**config.mk**
```make
export PLATFORM = sky130hd
export DESIGN_NAME = serdes_link_flat
export DESIGN_NICKNAME = d
export VERILOG_FILES = /design/src/rtl/serdes_link_if.sv /design/src/rtl/serdes_link.sv /design/src/flat_wrapper.sv
export SDC_FILE = /design/constraint.sdc
export NUM_CORES = 1
export LEC_CHECK = 0
export BUFFER_PORTS_ARGS = -buffer_cell sky130_fd_sc_hd__buf_4
export CORE_MARGIN = 4
export CORE_UTILIZATION = 40
export CTS_CLUSTER_DIAMETER = 60
export DETAILED_ROUTE_END_ITERATION = 8
export HOLD_SLACK_MARGIN = 0.02
export PLACE_DENSITY_LB_ADDON = 0.05
export SLEW_MARGIN = 20
export SYNTH_ARGS = -nofsm -noshare
export SYNTH_HDL_FRONTEND = slang
export SYNTH_SLANG_ARGS = --single-unit
```
**constraint.sdc**
```tcl
create_clock -name clk -period 2 [get_ports clk]
set_input_delay 0.4 -clock clk [delete_from_list [all_inputs] [get_ports clk]]
set_output_delay 0.4 -clock clk [all_outputs]
set_load 0.005 [all_outputs]
```
**src/rtl/serdes_link_if.sv**
```systemverilog
// Parallel-side bundle of serdes_link: transmit handshake and receive strobes.
// A word moves on a rising clk edge where tx_valid && tx_ready. The source holds
// tx_valid/tx_data stable until that edge. rx_valid/rx_err are single-cycle pulses with no backpressure.
interface serdes_link_if #(
  parameter int DATA_W = 8
) ();
  logic [DATA_W-1:0] tx_data;
  logic              tx_valid;
  logic              tx_ready;
  logic [DATA_W-1:0] rx_data;
  logic              rx_valid;
  logic              rx_err;

  modport master (
    output tx_data, tx_valid,
    input  tx_ready, rx_data, rx_valid, rx_err
  );

  modport slave (
    input  tx_data, tx_valid,
    output tx_ready, rx_data, rx_valid, rx_err
  );
endinterface

```
**src/rtl/serdes_link.sv**
```systemverilog
// Framed single-wire link: start(1), LSB-first data, optional even parity, stop(0).
// The TX and RX FSMs share one clock; loopback feeds the RX from the local serial_out.
module serdes_link #(
  parameter int DATA_W    = 8,
  parameter bit PARITY_EN = 1'b1,
  parameter int ERRCNT_W  = 8
) (
  input  logic                clk,
  input  logic                nreset,
  serdes_link_if.slave        bus,
  output logic                serial_out,
  input  logic                serial_in,
  input  logic                loopback,
  output logic [ERRCNT_W-1:0] err_cnt,
  output logic [2:0]          tx_state_dbg,
  output logic [1:0]          rx_state_dbg
);

  localparam int CNT_W = $clog2(DATA_W);
  localparam logic [CNT_W-1:0] LAST_BIT = CNT_W'(DATA_W - 1);

  typedef enum logic [2:0] {
    TX_IDLE   = 3'd0,
    TX_START  = 3'd1,
    TX_DATA   = 3'd2,
    TX_PARITY = 3'd3,
    TX_STOP   = 3'd4
  } tx_state_t;

  typedef enum logic [1:0] {
    RX_HUNT   = 2'd0,
    RX_DATA   = 2'd1,
    RX_PARITY = 2'd2,
    RX_STOP   = 2'd3
  } rx_state_t;

  // ---------------------------------------------------------------- transmit
  tx_state_t         tx_state;
  tx_state_t         tx_state_nxt;
  logic [DATA_W-1:0] tx_shreg;
  logic              tx_par;
  logic [CNT_W-1:0]  tx_cnt;
  logic              tx_accept;

  // Ready in STOP lets the next start bit follow the stop bit with no idle gap.
  assign bus.tx_ready = (tx_state == TX_IDLE) || (tx_state == TX_STOP);
  assign tx_accept    = bus.tx_valid && bus.tx_ready;

  always_comb begin
    tx_state_nxt = tx_state;
    serial_out   = 1'b0;
    case (tx_state)
      TX_IDLE: begin
        if (tx_accept) tx_state_nxt = TX_START;
      end
      TX_START: begin
        serial_out   = 1'b1;
        tx_state_nxt = TX_DATA;
      end
      TX_DATA: begin
        serial_out = tx_shreg[0];
        if (tx_cnt == LAST_BIT) tx_state_nxt = PARITY_EN ? TX_PARITY : TX_STOP;
      end
      TX_PARITY: begin
        serial_out   = tx_par;
        tx_state_nxt = TX_STOP;
      end
      TX_STOP: begin
        tx_state_nxt = tx_accept ? TX_START : TX_IDLE;
      end
      default: tx_state_nxt = TX_IDLE;
    endcase
  end

  always_ff @(posedge clk or negedge nreset) begin
    if (!nreset) begin
      tx_state <= TX_IDLE;
      tx_shreg <= '0;
      tx_par   <= 1'b0;
      tx_cnt   <= '0;
    end else begin
      tx_state <= tx_state_nxt;
      if (tx_accept) begin
        tx_shreg <= bus.tx_data;
        tx_par   <= ^bus.tx_data;
        tx_cnt   <= '0;
      end else if (tx_state == TX_DATA) begin
        tx_shreg <= tx_shreg >> 1;
        tx_cnt   <= tx_cnt + CNT_W'(1);
      end
    end
  end

  // ----------------------------------------------------------------- receive
  rx_state_t         rx_state;
  rx_state_t         rx_state_nxt;
  logic [DATA_W-1:0] rx_shreg;
  logic [CNT_W-1:0]  rx_cnt;
  logic              rx_par_err;
  logic              rx_bit;
  logic              rx_frame_ok;
  logic [DATA_W-1:0] rx_data_q;
  logic              rx_valid_q;
  logic              rx_err_q;
  logic [ERRCNT_W-1:0] err_cnt_q;

  assign rx_bit      = loopback ? serial_out : serial_in;
  assign rx_frame_ok = !rx_bit && !rx_par_err;

  // STOP always goes back to HUNT, so a bad stop bit of 1 is never taken as a start bit.
  always_comb begin
    rx_state_nxt = rx_state;
    case (rx_state)
      RX_HUNT: begin
        if (rx_bit) rx_state_nxt = RX_DATA;
      end
      RX_DATA: begin
        if (rx_cnt == LAST_BIT) rx_state_nxt = PARITY_EN ? RX_PARITY : RX_STOP;
      end
      RX_PARITY: rx_state_nxt = RX_STOP;
      RX_STOP:   rx_state_nxt = RX_HUNT;
      default:   rx_state_nxt = RX_HUNT;
    endcase
  end

  always_ff @(posedge clk or negedge nreset) begin
    if (!nreset) begin
      rx_state   <= RX_HUNT;
      rx_shreg   <= '0;
      rx_cnt     <= '0;
      rx_par_err <= 1'b0;
      rx_data_q  <= '0;
      rx_valid_q <= 1'b0;
      rx_err_q   <= 1'b0;
      err_cnt_q  <= '0;
    end else begin
      rx_state   <= rx_state_nxt;
      rx_valid_q <= 1'b0;
      rx_err_q   <= 1'b0;
      case (rx_state)
        RX_HUNT: begin
          rx_cnt     <= '0;
          rx_par_err <= 1'b0;
        end
        RX_DATA: begin
          rx_shreg <= {rx_bit, rx_shreg[DATA_W-1:1]};
          rx_cnt   <= rx_cnt + CNT_W'(1);
        end
        RX_PARITY: begin
          rx_par_err <= rx_bit ^ (^rx_shreg);
        end
        RX_STOP: begin
          // The word is published even on error so the consumer can inspect it.
          rx_data_q  <= rx_shreg;
          rx_valid_q <= rx_frame_ok;
          rx_err_q   <= !rx_frame_ok;
          if (!rx_frame_ok && (err_cnt_q != '1)) err_cnt_q <= err_cnt_q + ERRCNT_W'(1);
        end
        default: ;
      endcase
    end
  end

  assign bus.rx_data  = rx_data_q;
  assign bus.rx_valid = rx_valid_q;
  assign bus.rx_err   = rx_err_q;
  assign err_cnt      = err_cnt_q;

  assign tx_state_dbg = tx_state;
  assign rx_state_dbg = rx_state;

endmodule

```
**src/flat_wrapper.sv**
```systemverilog
// flat-port wrapper written by rule: the top's interface ports become plain ports
module serdes_link_flat 
#(
  parameter int DATA_W    = 8,
  parameter bit PARITY_EN = 1'b1,
  parameter int ERRCNT_W  = 8
)
  (clk, nreset, serial_out, serial_in, loopback, err_cnt, tx_state_dbg, rx_state_dbg, bus_tx_data, bus_tx_valid, bus_tx_ready, bus_rx_data, bus_rx_valid, bus_rx_err);
  serdes_link_if #(.DATA_W(DATA_W)) bus_i ();
  input  logic clk;
  input  logic nreset;
  output logic serial_out;
  input  logic serial_in;
  input  logic loopback;
  output logic [ERRCNT_W-1:0] err_cnt;
  output logic [2:0] tx_state_dbg;
  output logic [1:0] rx_state_dbg;
  input wire logic [$bits(bus_i.tx_data)-1:0] bus_tx_data;
  input wire logic [$bits(bus_i.tx_valid)-1:0] bus_tx_valid;
  output wire logic [$bits(bus_i.tx_ready)-1:0] bus_tx_ready;
  output wire logic [$bits(bus_i.rx_data)-1:0] bus_rx_data;
  output wire logic [$bits(bus_i.rx_valid)-1:0] bus_rx_valid;
  output wire logic [$bits(bus_i.rx_err)-1:0] bus_rx_err;
  assign bus_i.tx_data = bus_tx_data;
  assign bus_i.tx_valid = bus_tx_valid;
  assign bus_tx_ready = bus_i.tx_ready;
  assign bus_rx_data = bus_i.rx_data;
  assign bus_rx_valid = bus_i.rx_valid;
  assign bus_rx_err = bus_i.rx_err;
  serdes_link #(.DATA_W(DATA_W), .PARITY_EN(PARITY_EN), .ERRCNT_W(ERRCNT_W)) u_core (.clk(clk), .nreset(nreset), .bus(bus_i), .serial_out(serial_out), .serial_in(serial_in), .loopback(loopback), .err_cnt(err_cnt), .tx_state_dbg(tx_state_dbg), .rx_state_dbg(rx_state_dbg));
endmodule
```
Word-level counts from Yosys, hierarchy flattened
Cells that the tools add are included.
Storage, ports and cells
  output and inout bits: 25
  memory bits (read-only): 0
  memory bits (writable): 0
  input port bits: 13
  flip-flop bits (word level): 47
  memories: 0
  word-level logic and storage cells: 64
  latch bits: 0
Cells by class
  add/subtract/negate cells: 3
  $mul: 0
  reduce and logical (&&, ||, !) cells: 17
  $lt $le $gt $ge: 0
  multiplexer cells: 17
  div/mod/pow operators: 0
  shift operators: 0
  equal/unequal tests: 14
  bitwise gates (word level): 1
Operators with widths (number)
  two-way mux 8 bit: 2
  XOR reduction 8 bit: 2
  one-hot mux 3 bit (5 select lines): 1
  two-way mux 3 bit: 4
  == test 3 bit, second input constant: 3
  adder 8 x 1 -> 8 bit, second input constant: 1
  != test 2 x 1 -> 1 bit, second input constant: 4
  != test 8 bit, second input constant: 1
  one-hot mux 2 bit (4 select lines): 1
  adder 3 x 1 -> 3 bit, second input constant: 2
  == test 3 x 2 -> 1 bit, second input constant: 2
  one-hot mux 3 bit (2 select lines): 1
  AND reduction 2 bit: 3
  nonzero test 2 bit: 3
  == test 2 bit, second input constant: 2
  two-way mux 1 bit: 4
  two-way mux 2 bit: 2
  == test 3 x 1 -> 1 bit, second input constant: 1
  logical AND 1 bit: 3
  logical NOT 1 bit: 3
  logical NOT 3 bit: 1
  one-hot mux 1 bit (3 select lines): 1
  == test 2 x 1 -> 1 bit, second input constant: 1
  logical NOT 2 bit: 1
  other kinds (3): 3

Depth between registers and ports, before layout
  depth in word-level cells: 8
  mapped depth: 7
  mapped depth without buffers: 5

Worst setup path after synthesis
No wires, ideal clock.
  kind: flip-flop to flip-flop
  from: register u_core.rx_state[0], in the netlist u_core.rx_state_dbg[0]
  to: register u_core.err_cnt_q[4], in the netlist u_core.err_cnt[4]
  data arrival time: 1.616 ns
  period minus slack after synthesis: 1.741 ns
  path slack: 0.259 ns
  setup time: 0.125 ns
  path buffers: 2
  data required time: 1.875 ns
  stages on the path, launching flop included: 7
  path through: dfrtp_1 ha_1 clkbuf_1 o311a_1 buf_6 nand4_2 mux2_4
On the way
  longest elaborated chain between the ends: 2
RTL lines
  start: declaration: RTL line serdes_link.sv:95  | rx_state_t rx_state;
  start signal: assignment: RTL line serdes_link.sv:137  | rx_state <= rx_state_nxt;
  == test 2 bit: RTL line serdes_link.sv:140  | case (rx_state)
  AND reduction 2 bit (no source line)
  end signal: assignment: RTL line serdes_link.sv:157  | if (!rx_frame_ok && (err_cnt_q != '1)) err_cnt_q <= err_cnt_q + ERRCNT_W'(1);
  end: declaration: RTL line serdes_link.sv:105  | logic [ERRCNT_W-1:0] err_cnt_q;
No other way between the ends.
A chain may end at the register's enable or synchronous reset.

Worst setup path in the final report
  from: register u_core.tx_state[0], in the netlist u_core.tx_state_dbg[0]
  to: register u_core.err_cnt_q[7], in the netlist u_core.err_cnt[7]
On the way
  longest elaborated chain between the ends: 8
  elaborated cells between the ends (all ways): 10
  those cells by class: 3 x eq/ne; 2 x mux; 5 x reduce/logical
RTL lines
  start: declaration: RTL line serdes_link.sv:38  | tx_state_t tx_state;
  start signal: assignment: RTL line serdes_link.sv:82  | tx_state <= tx_state_nxt;
  == test 3 x 2 -> 1 bit / == test 3 x 1 -> 1 bit (equally long branches): RTL line serdes_link.sv:52  | case (tx_state)
  one-hot mux 1 bit (3 select lines) *: RTL line serdes_link.sv:52
  two-way mux 1 bit *: RTL line serdes_link.sv:107  | assign rx_bit = loopback ? serial_out : serial_in;
  logical NOT 1 bit *: RTL line serdes_link.sv:108  | assign rx_frame_ok = !rx_bit && !rx_par_err;
  logical AND 1 bit *: RTL line serdes_link.sv:108
  logical NOT 1 bit *: RTL line serdes_link.sv:157
  logical AND 1 bit *: RTL line serdes_link.sv:157
  AND reduction 2 bit (no source line) *
Mark *: on every way between the ends. The rest lies on a longest branch, timed or not.

==> metrics.txt <==
outcome completed; GP Congestion 0.796; Root Buffer clkbuf_8; Hold Crit Class input pin to async pin; leading cell type by number of instances after synthesis dfrtp_1; core area 5240 µm²; crit path launch type flop; WP data arrival 2010 ps; Yosys top cell area share 52.8%; first drt pass iteration count 4; first-pass GRT wire length 6800 µm; post-cts hold buffer count 0; synth cell count leaders 47 x dfrtp_1, 18 x mux2_2, 18 x xnor2_1; Cell Rows 26; Slew Viols, Final 0; Clock Latency Late Sink ~290 ps; Layout Utilization 50.9%; EDFF count, synth 0; fin crit period between 1500 and 2000 ps; Die Ht between 80 and 90 µm; Fin Clk Skew 7.47 ps; Critical Path RT 2180 ps; final wirelength a little over 4000 µm; GR Util All Layers 13.1%; Num CTS Buffers 5; non-filler cells, final roughly 290; asr flop ratio synth 100%; grt ovf 0; CTS H-tree lvls 2; Residual DRC 0; Slew @ Worst Pin 584 ps; dominant cells by area after synthesis dfrtp_1 53%, mux2_2 9.1%, xnor2_1 7.1%; clock-pin transition on the worst setup and hold timing paths 90 ps; largest net degree at the start of global routing 48; leading area contributor after synthesis dfrtp_1; I/O pins 38; unrepaired setup endpoints after global routing no; antenna violations before repair 0; clk sink count 47; 1st-iter DRT viols 57; Crit Path Class flop to flop; setup ws final 173 ps; Yosys reg bits 47; Final HPWL DP 2990 µm; register area share after synthesis 52.8%; syn_nets roughly 200; die width 82.6 µm; post-route cell area 2660 µm²; number of max-cap violations 0; Starting Density 42.5%; post_cts resized 0; Yosys Warn Count 0; vias per cell 4.92; final hold vios 0; Avg WL per Cell 13.9 µm; Mapped Cells roughly 180; Die Area 6820 µm²; library cells used by synthesis 30; Setup Fix Bufs, Post-CTS 0; vias in the first global route 1477; LEAKAGE 1.25 nW; Layout area overhead 19.7%; CTS tree done; ys flop type dfrtp_1; WHS around 100 ps; Setup WS pre-CTS about 170 ps; CP endpoint kind flop; Setup TNS 0 ps; critical path fanouts, max 9; Inst Count DP 284; post-layout net count 243; Avg Cell Area, Syn 12.4 µm²; Clock Path Buffers 2; Antenna diodes 0; ratio of cells with drive above 1 in the final layout 32.0%; final setup vio count 0; Max rail drop VDD 591 µV; via count 1438; port bufs 37; final worst-path cycle share 91.4%; Detail Route Antenna Nets 0; achievable clock frequency between 0.5 and 0.6 GHz; headroom to the max-slew limit between 60% and 70%; Tot Pwr 4.25 mW; Post-Syn Area 2230 µm²; PD cells 1590 nW/µm²; Placed Area 2580 µm²
worst max-delay path: stages, from the launching register on:
cell,delay (ps)
dfrtp_1,480
nand4bb_1,240
o21ai_2,100
o311a_1,400
nand4_2,170
mux2_4,330
registers in the layout (all words and copies together) (netlist names):
signal / cells
u_core.tx_cnt: 3
u_core.tx_par: 1
u_core.rx_cnt: 3
u_core.tx_shreg: 8
u_core.err_cnt: 8
u_core.tx_state_dbg: 3
u_core.rx_par_err: 1
u_core.bus.rx_data: 8
u_core.rx_shreg: 8
u_core.bus.rx_err: 1
u_core.bus.rx_valid: 1
u_core.rx_state_dbg: 2
layout make-up:
| type | count | area [µm²] |
|---|---|---|
| fillers | 477 | 2570 |
| flip-flops and latches | 47 | 1180 |
| multi-input cells | 123 | 1000 |
| repair buffers | 41 | 308 |
| well taps | 70 | 87.6 |
| clock buffers | 7 | 76.3 |
| inverters | 3 | 11.3 |
| clock inverters | 1 | 5.00 |
layout by cell type (no fill, tap or decap), types with 4 or more instances in the layout:
cell,instances
xnor2_1,18
nand2_1,12
o21ai_0,7
mux2i_1,9
mux2_2,18
nor2b_1,4
dfrtp_1,47
a21oi_1,5
clkbuf_8,5
ha_1,9
a22o_1,6
nor2_1,8
buf_4,41
nand3_1,4
and3_1,4
nand2b_1,4
where the power goes:
group	total [mW]	internal, mW	switching (mW)
combinational	1.97	1.16	0.811
sequential	1.73	1.38	0.356
clock	0.546	0.246	0.300
final timing paths:
path                                              from                     end  slack [ps]  cells after the start
worst max-delay path            u_core.tx_state_dbg[0]       u_core.err_cnt[7]         170                      5
worst min-delay path                            nreset        u_core.rx_cnt[0]         100                      1
worst max register to register  u_core.tx_state_dbg[0]       u_core.err_cnt[7]         170                      5
worst min register to register        u_core.rx_cnt[0]        u_core.rx_cnt[0]         500                      1
max in group asynchronous                       nreset  u_core.tx_state_dbg[2]        1500                      1
min in group clk                        bus_tx_data[5]      u_core.tx_shreg[5]         330                      3
kinds of logic (layout without fill, tap and decap cells):
logic type / after synthesis / count (layout) / synth area share (%)
flip-flops: 47 / 47 / 52.8
AND/OR/NAND/NOR: 43 / 43 / 10.6
multiplexers: 30 / 30 / 15.2
AO/OA/AOI/OAI: 22 / 22 / 6.63
XOR/XNOR: 19 / 19 / 7.48
adder cells (fa/ha/maj): 9 / 9 / 5.06
buffers and inverters: 9 / 52 / 2.25
per-layer routing:
metal / vias up / share of wire (%) / GRT usage, %
li1: 704 / - / -
met1: 706 / 46 / 16.8
met2: 24 / 50 / 21.7
met3: 4 / 3.2 / 3.04
met4: 0 / 0.86 / 4.25
met5: - / 0 / 0
No activity file was read; power rests on OpenSTA's default activity.
